### config.mk
export PLATFORM = sky130hd
export DESIGN_NAME = arm_emit_ctrl
export DESIGN_NICKNAME = d
export VERILOG_FILES = /design/src/rtl/arm_emit_ctrl_pkg.sv /design/src/rtl/arm_emit_ctrl_emit_fifo.sv /design/src/rtl/arm_emit_ctrl.sv
export SDC_FILE = /design/constraint.sdc
export NUM_CORES = 1
export LEC_CHECK = 0
export CAP_MARGIN = 20
export CORE_ASPECT_RATIO = 2
export CORE_UTILIZATION = 58
export CTS_CLUSTER_DIAMETER = 150
export DETAILED_ROUTE_END_ITERATION = 6
export PLACE_DENSITY = 0.85
export SYNTH_ARGS = -nofsm -noshare
export SYNTH_HDL_FRONTEND = slang
export SYNTH_HIERARCHICAL = 1
export SYNTH_SLANG_ARGS = --single-unit
### constraint.sdc
create_clock -name clk -period 9.31 [get_ports clk]
set_clock_uncertainty 0.15 [all_clocks]
set_input_delay 0.931 -clock clk [delete_from_list [all_inputs] [get_ports clk]]
set_output_delay 0.931 -clock clk [all_outputs]
set_load 0.03 [all_outputs]
### src/rtl/arm_emit_ctrl_pkg.sv
// Shared definitions for the ARM instruction emit sequencer:
// sequencer state encoding, the NOP pad word and the default code-RAM
// address width.
package arm_emit_ctrl_pkg;

  localparam int EMIT_SMNL = 3;

  typedef enum logic [EMIT_SMNL-1:0] {
    EMIT_IDLE  = 3'd0,
    EMIT_RUN   = 3'd1,
    EMIT_DRAIN = 3'd2,
    EMIT_DONE  = 3'd3,
    EMIT_ERR   = 3'd4
  } emit_state_e;

  // mov r0,r0 -- the canonical ARM no-op used for alignment padding
  localparam logic [31:0] ARM_NOP = 32'hE1A00000;

  localparam int EMIT_ADDRESS_WIDTH = 16;

endpackage

### src/rtl/arm_emit_ctrl_emit_fifo.sv
// Small synchronous instruction FIFO between the translator and code RAM.
// DEPTH must be a power of two so the read/write pointers wrap naturally.
// Push and pop may occur together, including while full. The clear input
// discards all queued entries. Storage is not reset; only occupancy is.
module arm_emit_ctrl_emit_fifo #(
  parameter int DEPTH = 4,
  parameter int WIDTH = 32
) (
  input  logic             clk,
  input  logic             reset,
  input  logic             clear,
  input  logic             push,
  input  logic [WIDTH-1:0] din,
  input  logic             pop,
  output logic             full,
  output logic             empty,
  output logic [WIDTH-1:0] head
);

  localparam int AW = (DEPTH > 1) ? $clog2(DEPTH) : 1;
  localparam logic [AW:0] FULL_CNT = (AW + 1)'(DEPTH);

  logic [WIDTH-1:0] mem [DEPTH];
  logic [AW-1:0]    rd_ptr;
  logic [AW-1:0]    wr_ptr;
  logic [AW:0]      count;
  logic             do_push;
  logic             do_pop;

  assign full    = (count == FULL_CNT);
  assign empty   = (count == '0);
  assign do_pop  = pop && !empty;
  assign do_push = push && (!full || do_pop);
  assign head    = mem[rd_ptr];

  // Entry storage: written on accepted push, never reset
  always_ff @(posedge clk) begin
    if (do_push) mem[wr_ptr] <= din;
  end

  // Occupancy tracking: pointers and entry count
  always_ff @(posedge clk or negedge reset) begin
    if (!reset) begin
      rd_ptr <= '0;
      wr_ptr <= '0;
      count  <= '0;
    end else if (clear) begin
      rd_ptr <= '0;
      wr_ptr <= '0;
      count  <= '0;
    end else begin
      if (do_push) wr_ptr <= wr_ptr + 1'b1;
      if (do_pop)  rd_ptr <= rd_ptr + 1'b1;
      case ({do_push, do_pop})
        2'b10:   count <= count + 1'b1;
        2'b01:   count <= count - 1'b1;
        default: count <= count;
      endcase
    end
  end

endmodule

### src/rtl/arm_emit_ctrl.sv
// ARM instruction emit sequencer: buffers translator output in a FIFO and
// writes it word by word into code RAM over a req/gnt port, handling
// end-of-method flush and code-space overflow.
// Optional build macro ARM_EMIT_NOP_PAD_EN: on flush, pad the method with
// NOPs up to a 16-byte boundary before reporting flush_done.
module arm_emit_ctrl
  import arm_emit_ctrl_pkg::*;
#(
  parameter int                       ADDRESS_WIDTH = EMIT_ADDRESS_WIDTH,
  parameter int                       FIFO_DEPTH    = 4,
  parameter logic [ADDRESS_WIDTH-1:0] BASE_ADDR     = '0
) (
  input  logic                     clk,
  input  logic                     reset,
  input  logic                     in_valid,
  input  logic [31:0]              in_inst,
  output logic                     in_ready,
  input  logic                     flush_req,
  output logic                     flush_done,
  output logic                     mem_req,
  output logic [ADDRESS_WIDTH-1:0] mem_addr,
  output logic [31:0]              mem_wdata,
  input  logic                     mem_gnt,
  input  logic [ADDRESS_WIDTH-1:0] limit,
  output logic [ADDRESS_WIDTH-1:0] emit_count,
  output logic                     overflow
);

  emit_state_e              state;
  emit_state_e              state_nxt;
  logic [ADDRESS_WIDTH-1:0] ptr;
  logic [ADDRESS_WIDTH-1:0] count;
  logic                     ovf;
  logic                     err_done;

  logic        fifo_full;
  logic        fifo_empty;
  logic [31:0] fifo_head;
  logic        fifo_clear;
  logic        push;
  logic        pop;

  logic active;
  logic pad;
  logic attempt;
  logic beyond;
  logic wr_done;
  logic wrap;
  logic ovf_hit;

  arm_emit_ctrl_emit_fifo #(
    .DEPTH (FIFO_DEPTH),
    .WIDTH (32)
  ) u_fifo (
    .clk   (clk),
    .reset (reset),
    .clear (fifo_clear),
    .push  (push),
    .din   (in_inst),
    .pop   (pop),
    .full  (fifo_full),
    .empty (fifo_empty),
    .head  (fifo_head)
  );

  assign active = (state == EMIT_RUN) || (state == EMIT_DRAIN);

`ifdef ARM_EMIT_NOP_PAD_EN
  // Once the buffer has drained, keep writing NOPs until 16-byte aligned
  assign pad = (state == EMIT_DRAIN) && fifo_empty && (ptr[1:0] != 2'b00);
`else
  assign pad = 1'b0;
`endif

  // A write is wanted whenever a word (or pad NOP) is ready; the limit
  // check turns a wanted write past the end of code space into an error
  assign attempt = (active && !fifo_empty) || pad;
  assign beyond  = (ptr > limit);
  assign wr_done = mem_req && mem_gnt;
  // Completing the write at the all-ones address leaves nowhere to go next
  assign wrap    = wr_done && (ptr == '1);
  assign ovf_hit = (attempt && beyond) || wrap;

  assign mem_req    = attempt && !beyond;
  assign mem_addr   = ptr;
  assign mem_wdata  = pad ? ARM_NOP : fifo_head;
  assign pop        = wr_done && !pad;
  assign in_ready   = (state == EMIT_RUN) && !fifo_full;
  assign push       = in_valid && in_ready;
  assign fifo_clear = (state == EMIT_ERR) && flush_req;
  assign flush_done = (state == EMIT_DONE) || err_done;
  assign emit_count = count;
  assign overflow   = ovf;

  // State register
  always_ff @(posedge clk or negedge reset) begin
    if (!reset) state <= EMIT_IDLE;
    else        state <= state_nxt;
  end

  // Next-state: flush moves RUN to DRAIN, overflow traps in ERR until reset
  always_comb begin
    state_nxt = state;
    case (state)
      EMIT_IDLE: state_nxt = EMIT_RUN;
      EMIT_RUN: begin
        if (ovf_hit)        state_nxt = EMIT_ERR;
        else if (flush_req) state_nxt = EMIT_DRAIN;
      end
      EMIT_DRAIN: begin
        if (ovf_hit)       state_nxt = EMIT_ERR;
        else if (!attempt) state_nxt = EMIT_DONE;
      end
      EMIT_DONE: state_nxt = EMIT_RUN;
      EMIT_ERR:  state_nxt = EMIT_ERR;
      default:   state_nxt = EMIT_IDLE;
    endcase
  end

  // Write pointer, per-method word count, sticky overflow, ERR flush pulse
  always_ff @(posedge clk or negedge reset) begin
    if (!reset) begin
      ptr      <= BASE_ADDR;
      count    <= '0;
      ovf      <= 1'b0;
      err_done <= 1'b0;
    end else begin
      if (wr_done) ptr <= ptr + 1'b1;
      if (flush_done)   count <= '0;
      else if (wr_done) count <= count + 1'b1;
      if (active && ovf_hit) ovf <= 1'b1;
      err_done <= fifo_clear;
    end
  end

endmodule
Word level (Yosys, flattened, before mapping)
Memories as Yosys holds them, arrays and structs flattened.
Cells that the tools add are included.
{"block": "word_totals", "regBits": 44, "latchBits": 0, "ram_bits": 128, "mem_bits_ro": 0, "in_bits": 53, "output_inout_bits": 68, "mem_count": 1}
{"name": "u_fifo.mem", "words": 4, "width": 32, "read_ports": 1, "rd_clocked_by_memory_dff": 0, "wr": 1, "line": "arm_emit_ctrl_emit_fifo.sv:23", "source": "logic [WIDTH-1:0] mem [DEPTH];"}
{"block": "classes", "n_addsub": 6, "multipliers": 0, "n_div": 0, "order_cmp": 1, "n_eq_ne": 10, "shift": 0, "mux": 15, "bitwise_logic": 0, "reduce_logical": 26}
{"cell": "adder 16 x 1 -> 16 bit, second input constant", "count": 2}
{"cell": "two-way mux 16 bit", "count": 2}
{"cell": "equality test 16 bit, second input constant", "count": 1}
{"cell": "greater-than comparator 16 bit", "count": 1}
{"cell": "two-way mux 3 bit", "count": 5}
{"cell": "case mux 3 bit (4 select lines)", "count": 1}
{"cell": "logical AND 1 bit", "count": 11}
{"cell": "two-way mux 2 bit", "count": 4}
{"cell": "equality test 3 x 2 -> 1 bit, second input constant", "count": 2}
{"cell": "equality test 3 bit, second input constant", "count": 2}
{"cell": "zero test 3 bit", "count": 2}
{"cell": "inequality test 3 bit, second input constant", "count": 2}
{"cell": "case mux 3 bit (2 select lines)", "count": 1}
{"cell": "nonzero test 2 bit", "count": 3}
{"cell": "adder 2 x 1 -> 2 bit, second input constant", "count": 2}
{"cell": "logical OR 1 bit", "count": 4}
{"cell": "adder 3 x 1 -> 3 bit, second input constant", "count": 1}
{"cell": "equality test 3 x 1 -> 1 bit, second input constant", "count": 1}
{"cell": "zero test 1 bit", "count": 3}
{"cell": "nonzero test 3 bit", "count": 1}
{"cell": "subtractor 3 x 1 -> 3 bit, second input constant", "count": 1}
{"cell": "equality test 2 x 1 -> 1 bit, second input constant", "count": 1}
{"cell": "equality test 2 bit, second input constant", "count": 1}
{"cell": "two-way mux 1 bit", "count": 2}
{"cell": "2 further kinds", "count": 2}

Logic depth before layout (Yosys ltp)
{"block": "depth", "ltp_word": 11, "mapped_depth": 15}

Modules after synthesis
The synthesis kept the hierarchy.
{"module": "arm_emit_ctrl_emit_fifo", "instances": 1, "cells_per_inst": 231, "area_per_inst_um2": 5176.2, "seq_area_each_um2": 4018.9}
{"module": "arm_emit_ctrl", "instances": 1, "cells_per_inst": 240, "area_per_inst_um2": 2319.7, "seq_area_each_um2": 925.9}

Worst setup path after synthesis
OpenSTA, ideal clock, no wires.
{"block": "synth_timing", "kind": "input to register", "start": "input limit[15]", "end": "memory u_fifo.mem[0][0] (enable)", "setup_ns": 0.392, "t_arrival_ns": 3.966, "required_time_ns": 8.768, "path_slack_ns": 4.802, "cell_stages": 11, "n_path_buf": 2, "path_cell_list": "inv_1 -> ha_1 -> nand4_2 -> or4_4 -> or2_4 -> a21oi_1 -> buf_2 -> buf_2 -> inv_1 -> a31oi_2 -> and2_1"}
{"block": "synth_between", "elab_chain_len": 9}
{"item": "from (decl)", "line": "arm_emit_ctrl.sv:24", "source": "input logic [ADDRESS_WIDTH-1:0] limit,"}
{"item": "greater-than comparator 16 bit", "line": "arm_emit_ctrl.sv:78", "source": "assign beyond = (ptr > limit);"}
{"item": "zero test 1 bit", "line": "arm_emit_ctrl.sv:84", "source": "assign mem_req = attempt && !beyond;"}
{"item": "logical AND 1 bit", "line": "arm_emit_ctrl.sv:84"}
{"item": "logical AND 1 bit", "line": "arm_emit_ctrl.sv:79", "source": "assign wr_done = mem_req && mem_gnt;"}
{"item": "net pop", "line": "arm_emit_ctrl.sv:41", "source": "logic pop;"}
{"item": "logical AND 1 bit", "line": "arm_emit_ctrl_emit_fifo.sv:32", "source": "assign do_pop = pop && !empty;"}
{"item": "logical OR 1 bit", "line": "arm_emit_ctrl_emit_fifo.sv:33", "source": "assign do_push = push && (!full || do_pop);"}
{"item": "logical AND 1 bit", "line": "arm_emit_ctrl_emit_fifo.sv:33"}
{"item": "two-way mux 1 bit", "line": "arm_emit_ctrl_emit_fifo.sv:38", "source": "if (do_push) mem[wr_ptr] <= din;"}
{"item": "two-way mux 1 bit (implied by the code)", "line": "arm_emit_ctrl_emit_fifo.sv:38"}
{"item": "to (decl)", "line": "arm_emit_ctrl_emit_fifo.sv:23"}
The timed path passes the listed nets, and every way through them passes these cells.

Final worst setup path
{"block": "layout_timing", "start": "input limit[15]", "end": "output mem_req"}
{"block": "layout_between", "elab_chain_len": 3}
{"item": "greater-than comparator 16 bit", "line": "arm_emit_ctrl.sv:78"}
{"item": "zero test 1 bit", "line": "arm_emit_ctrl.sv:84"}
{"item": "logical AND 1 bit", "line": "arm_emit_ctrl.sv:84"}
{"item": "to (decl)", "line": "arm_emit_ctrl.sv:20", "source": "output logic mem_req,"}
No other way between the ends.

==> flow_summary.ini <==
[clock_network]
clock_sink_count = 172
cts_htree_levels = 4
cts-resized-gates = 0
clock-root-buffer = sky130_fd_sc_hd__clkbuf_16
clk_pin_slew_ns = 0.07
clock_latency_late_sink_ns = 0.41
postCtsHoldBufs = 0
tritoncts = done
buffer_levels_on_the_longest_clock_path = 2
cts_setup_buffers = 0
tritoncts.num_buffers = 17

[route]
routed_wire_length_mm = 14.81
initialDrtViolationCount = 246
via_count = 4488
ant_nets = 0
firstDrtPassIters = 4
wire_per_inst_um = 19.41
drc_errors = 0
avgViaCountPerCell = 5.882

[finish]
drive_above_1_share_pct = 15.33
design_area_mm2 = 0.009412
n_antenna_cell = 0
stdcell_count = 763
nNetsFinal = 677
final.fill_count = 740
area.growth.synth_to_final_pct = 25.56
final_core_utilization_pct = 74.97

[global_route]
maximum_number_of_pins_on_one_net_before_global_route_repair = 45
grt_pass1_wl_mm = 23.56
number_of_global_route_vias_before_repair = 4748
grt_overflow = 0
grt_antenna_before_repair = 0
grt_overall_usage_pct = 24.19

[pwr]
fin_total_pwr_mw = 2.703
total_leakage_power_nw = 3.516
power.ir.vdd_worst_v = 0.0002223
pwr_density_cell_mw_per_mm2 = 287.2

[synth]
synth-warning-count = 6
postSynthCellCount = 471
post_synthesis_net_count = 547
post_synth_instance_area_mm2 = 0.007496
predominant_post_synthesis_flop_cell = sky130_fd_sc_hd__edfxtp_1
avgSynthCellArea_um2 = 15.91
postSynth.asyncResetShare_pct = 25.58
synth_cell_types = 53
proportion_of_synthesized_chip_area_in_sequential_cells_pct = 65.97
ys_ff_latch = 172
synth-edff-count = 128

[sta]
layout_min_cycle_time_ns = 5.067
rsz_0062_raised_after_global_routing = no
slew_headroom_pct = 49.34
achievable-frequency_ghz = 0.1973
worst_pin_slew_ns = 0.7599
max_slew_violation_count = 0
fin_setup_tns_ns = 0
timing_hold_violations_final = 0
fin_crit_sh_pct = 54.43
worst_hold_slack_ns = 0.1871
setup_viol_count_final = 0
setup_slack_ns = 4.243

[placed_design]
port_buffers = 120
post-place-cells = 731
dpl-instance-area_mm2 = 0.008838
placer_congestion_estimate = 0.8062
dp_worst_setup_slack_ns = 4.196
dp.final_hpwl_mm = 10.45

[worst_setup_path]
crit_path_max_incr_delay_ns = 0.64
setup.worst_path.class = in -> out
crit_path_launch_type = primary input
path_max_fanout = 12
worst_path_most_repeated_cell = sky130_fd_sc_hd__clkdlybuf4s50_1
crit_slowest_cell = sky130_fd_sc_hd__clkdlybuf4s50_1
cp_data_arrival_time_ns = 3.99
timing.critical_path.cells = clkdlybuf4s50_1, inv_1, ha_1, nand4_2, or4_4, a21o_2, nand3_1, a21oi_1, clkdlybuf4s50_1
worst_ep_required_time_ns = 8.23
crit_path_end_kind = output port

[floorplanning]
coreArea_mm2 = 0.01255
row_count = 58
io-pin-count = 121
die_y_um = 162.8
chipWidth_um = 82.39
floorplan.die_area_mm2 = 0.01341
initial_core_util_pct = 59.71

[flow_run]
drv.max_cap_violation_count = 0

[outcome]
status = finished clean

[min_path]
holdCritPathClass = in -> async
## state kept, by name, indices dropped and copies added, names as in the netlist
| name | count |
|---|---|
| u_fifo/count | 3 |
| mem_addr | 16 |
| u_fifo/mem | 128 |
| u_fifo/rd_ptr | 2 |
| u_fifo/wr_ptr | 2 |
| emit_count | 16 |
| err_done | 1 |
| overflow | 1 |
| state | 3 |
## layout by cell type (no fill, tap or decap), types with 4 or more instances in the layout
| master | instances |
|---|---|
| sky130_fd_sc_hd__and2_1 | 8 |
| sky130_fd_sc_hd__xnor2_1 | 19 |
| sky130_fd_sc_hd__nor2_1 | 26 |
| sky130_fd_sc_hd__clkbuf_16 | 17 |
| sky130_fd_sc_hd__and3_1 | 13 |
| sky130_fd_sc_hd__clkdlybuf4s50_1 | 119 |
| sky130_fd_sc_hd__buf_4 | 7 |
| sky130_fd_sc_hd__mux4_2 | 32 |
| sky130_fd_sc_hd__dfrtp_1 | 43 |
| sky130_fd_sc_hd__xor2_1 | 7 |
| sky130_fd_sc_hd__a211oi_1 | 8 |
| sky130_fd_sc_hd__nand3_1 | 11 |
| sky130_fd_sc_hd__inv_1 | 29 |
| sky130_fd_sc_hd__nand2b_1 | 6 |
| sky130_fd_sc_hd__a21oi_1 | 12 |
| sky130_fd_sc_hd__nand4_1 | 14 |
| sky130_fd_sc_hd__inv_8 | 5 |
| sky130_fd_sc_hd__clkinvlp_4 | 6 |
| sky130_fd_sc_hd__edfxtp_1 | 128 |
| sky130_fd_sc_hd__mux2i_1 | 6 |
| sky130_fd_sc_hd__nor3_1 | 4 |
| sky130_fd_sc_hd__ha_1 | 22 |
| sky130_fd_sc_hd__nand2_1 | 20 |
## path summary, 6_finish.rpt
check	end	depth (start not counted)	slack, ns	start
worst max-delay path	mem_req	9	4.24	limit[15]
worst min-delay path	emit_count[7]	1	0.19	reset
worst max register to register	u_fifo/mem[2][20]	10	5.16	mem_addr[14]
worst min register to register	overflow	1	0.32	overflow
max in group asynchronous	u_fifo/rd_ptr[0]	2	8.37	reset
min in group clk	overflow	1	0.32	overflow
## cell type report
type	count	area (um2)	share of cell area [%]
Timing Repair Buffer	128	1269	13.48
Clock buffer	17	425.4	4.520
Tap cell	150	187.7	1.994
Inverter	29	108.9	1.157
Clock inverter	14	127.6	1.356
Sequential cell	172	4946	52.55
Multi-Input combinational cell	253	2347	24.94
## routing by layer
metal / GRT usage (%) / wire length [um] / vias up / share of wire, %
li1: - / - / 2056 / -
met1: 24.99 / 5050 / 2243 / 34
met2: 44.74 / 8618 / 154 / 58
met3: 5.770 / 731 / 35 / 4.9
met4: 9.809 / 408 / 0 / 2.8
met5: 0 / 0 / - / 0
## worst max-delay path: cells and delay by family
family	cells	cell delay, ns
buffers and inverters	3	1.19
AOI/OAI and AO/OA	2	0.39
and+or+nand+nor	3	1.19
adders and majority gates	1	0.30
## synth_stat cells, types with 8 or more instances
master                       n  area share, %
sky130_fd_sc_hd__a211oi_1    8           0.80
sky130_fd_sc_hd__a21oi_1    13           0.87
sky130_fd_sc_hd__and2_1      8           0.67
sky130_fd_sc_hd__and3_1     13            1.1
sky130_fd_sc_hd__buf_2      10           0.67
sky130_fd_sc_hd__dfrtp_1    44             15
sky130_fd_sc_hd__edfxtp_1  128             51
sky130_fd_sc_hd__ha_1       22            3.7
sky130_fd_sc_hd__inv_1      29            1.5
sky130_fd_sc_hd__mux4_2     32            9.6
sky130_fd_sc_hd__nand2_1    20            1.0
sky130_fd_sc_hd__nand3_1    11           0.73
sky130_fd_sc_hd__nand4_1    14            1.2
sky130_fd_sc_hd__nor2_1     26            1.3
sky130_fd_sc_hd__xnor2_1    19            2.2
## kinds of logic (layout without fill, tap and decap cells)
logic type / after synthesis / after routing / synth area share (%)
adder cells (fa/ha/maj): 23 / 23 / 3.939
AO/OA/AOI/OAI: 44 / 44 / 4.774
multiplexers: 41 / 41 / 10.87
flip-flops: 172 / 172 / 65.97
AND/OR/NAND/NOR: 119 / 119 / 8.646
XOR/XNOR: 26 / 26 / 3.038
buffers and inverters: 46 / 188 / 2.771
## where the power goes
group | leakage (nW) | switching [mW] | total (mW) | internal, mW
clock | 0.254 | 0.299 | 0.649 | 0.350
sequential | 1.74 | 0.0819 | 1.04 | 0.954
combinational | 1.52 | 0.566 | 1.02 | 0.453
No activity file was read; power rests on OpenSTA's default activity.
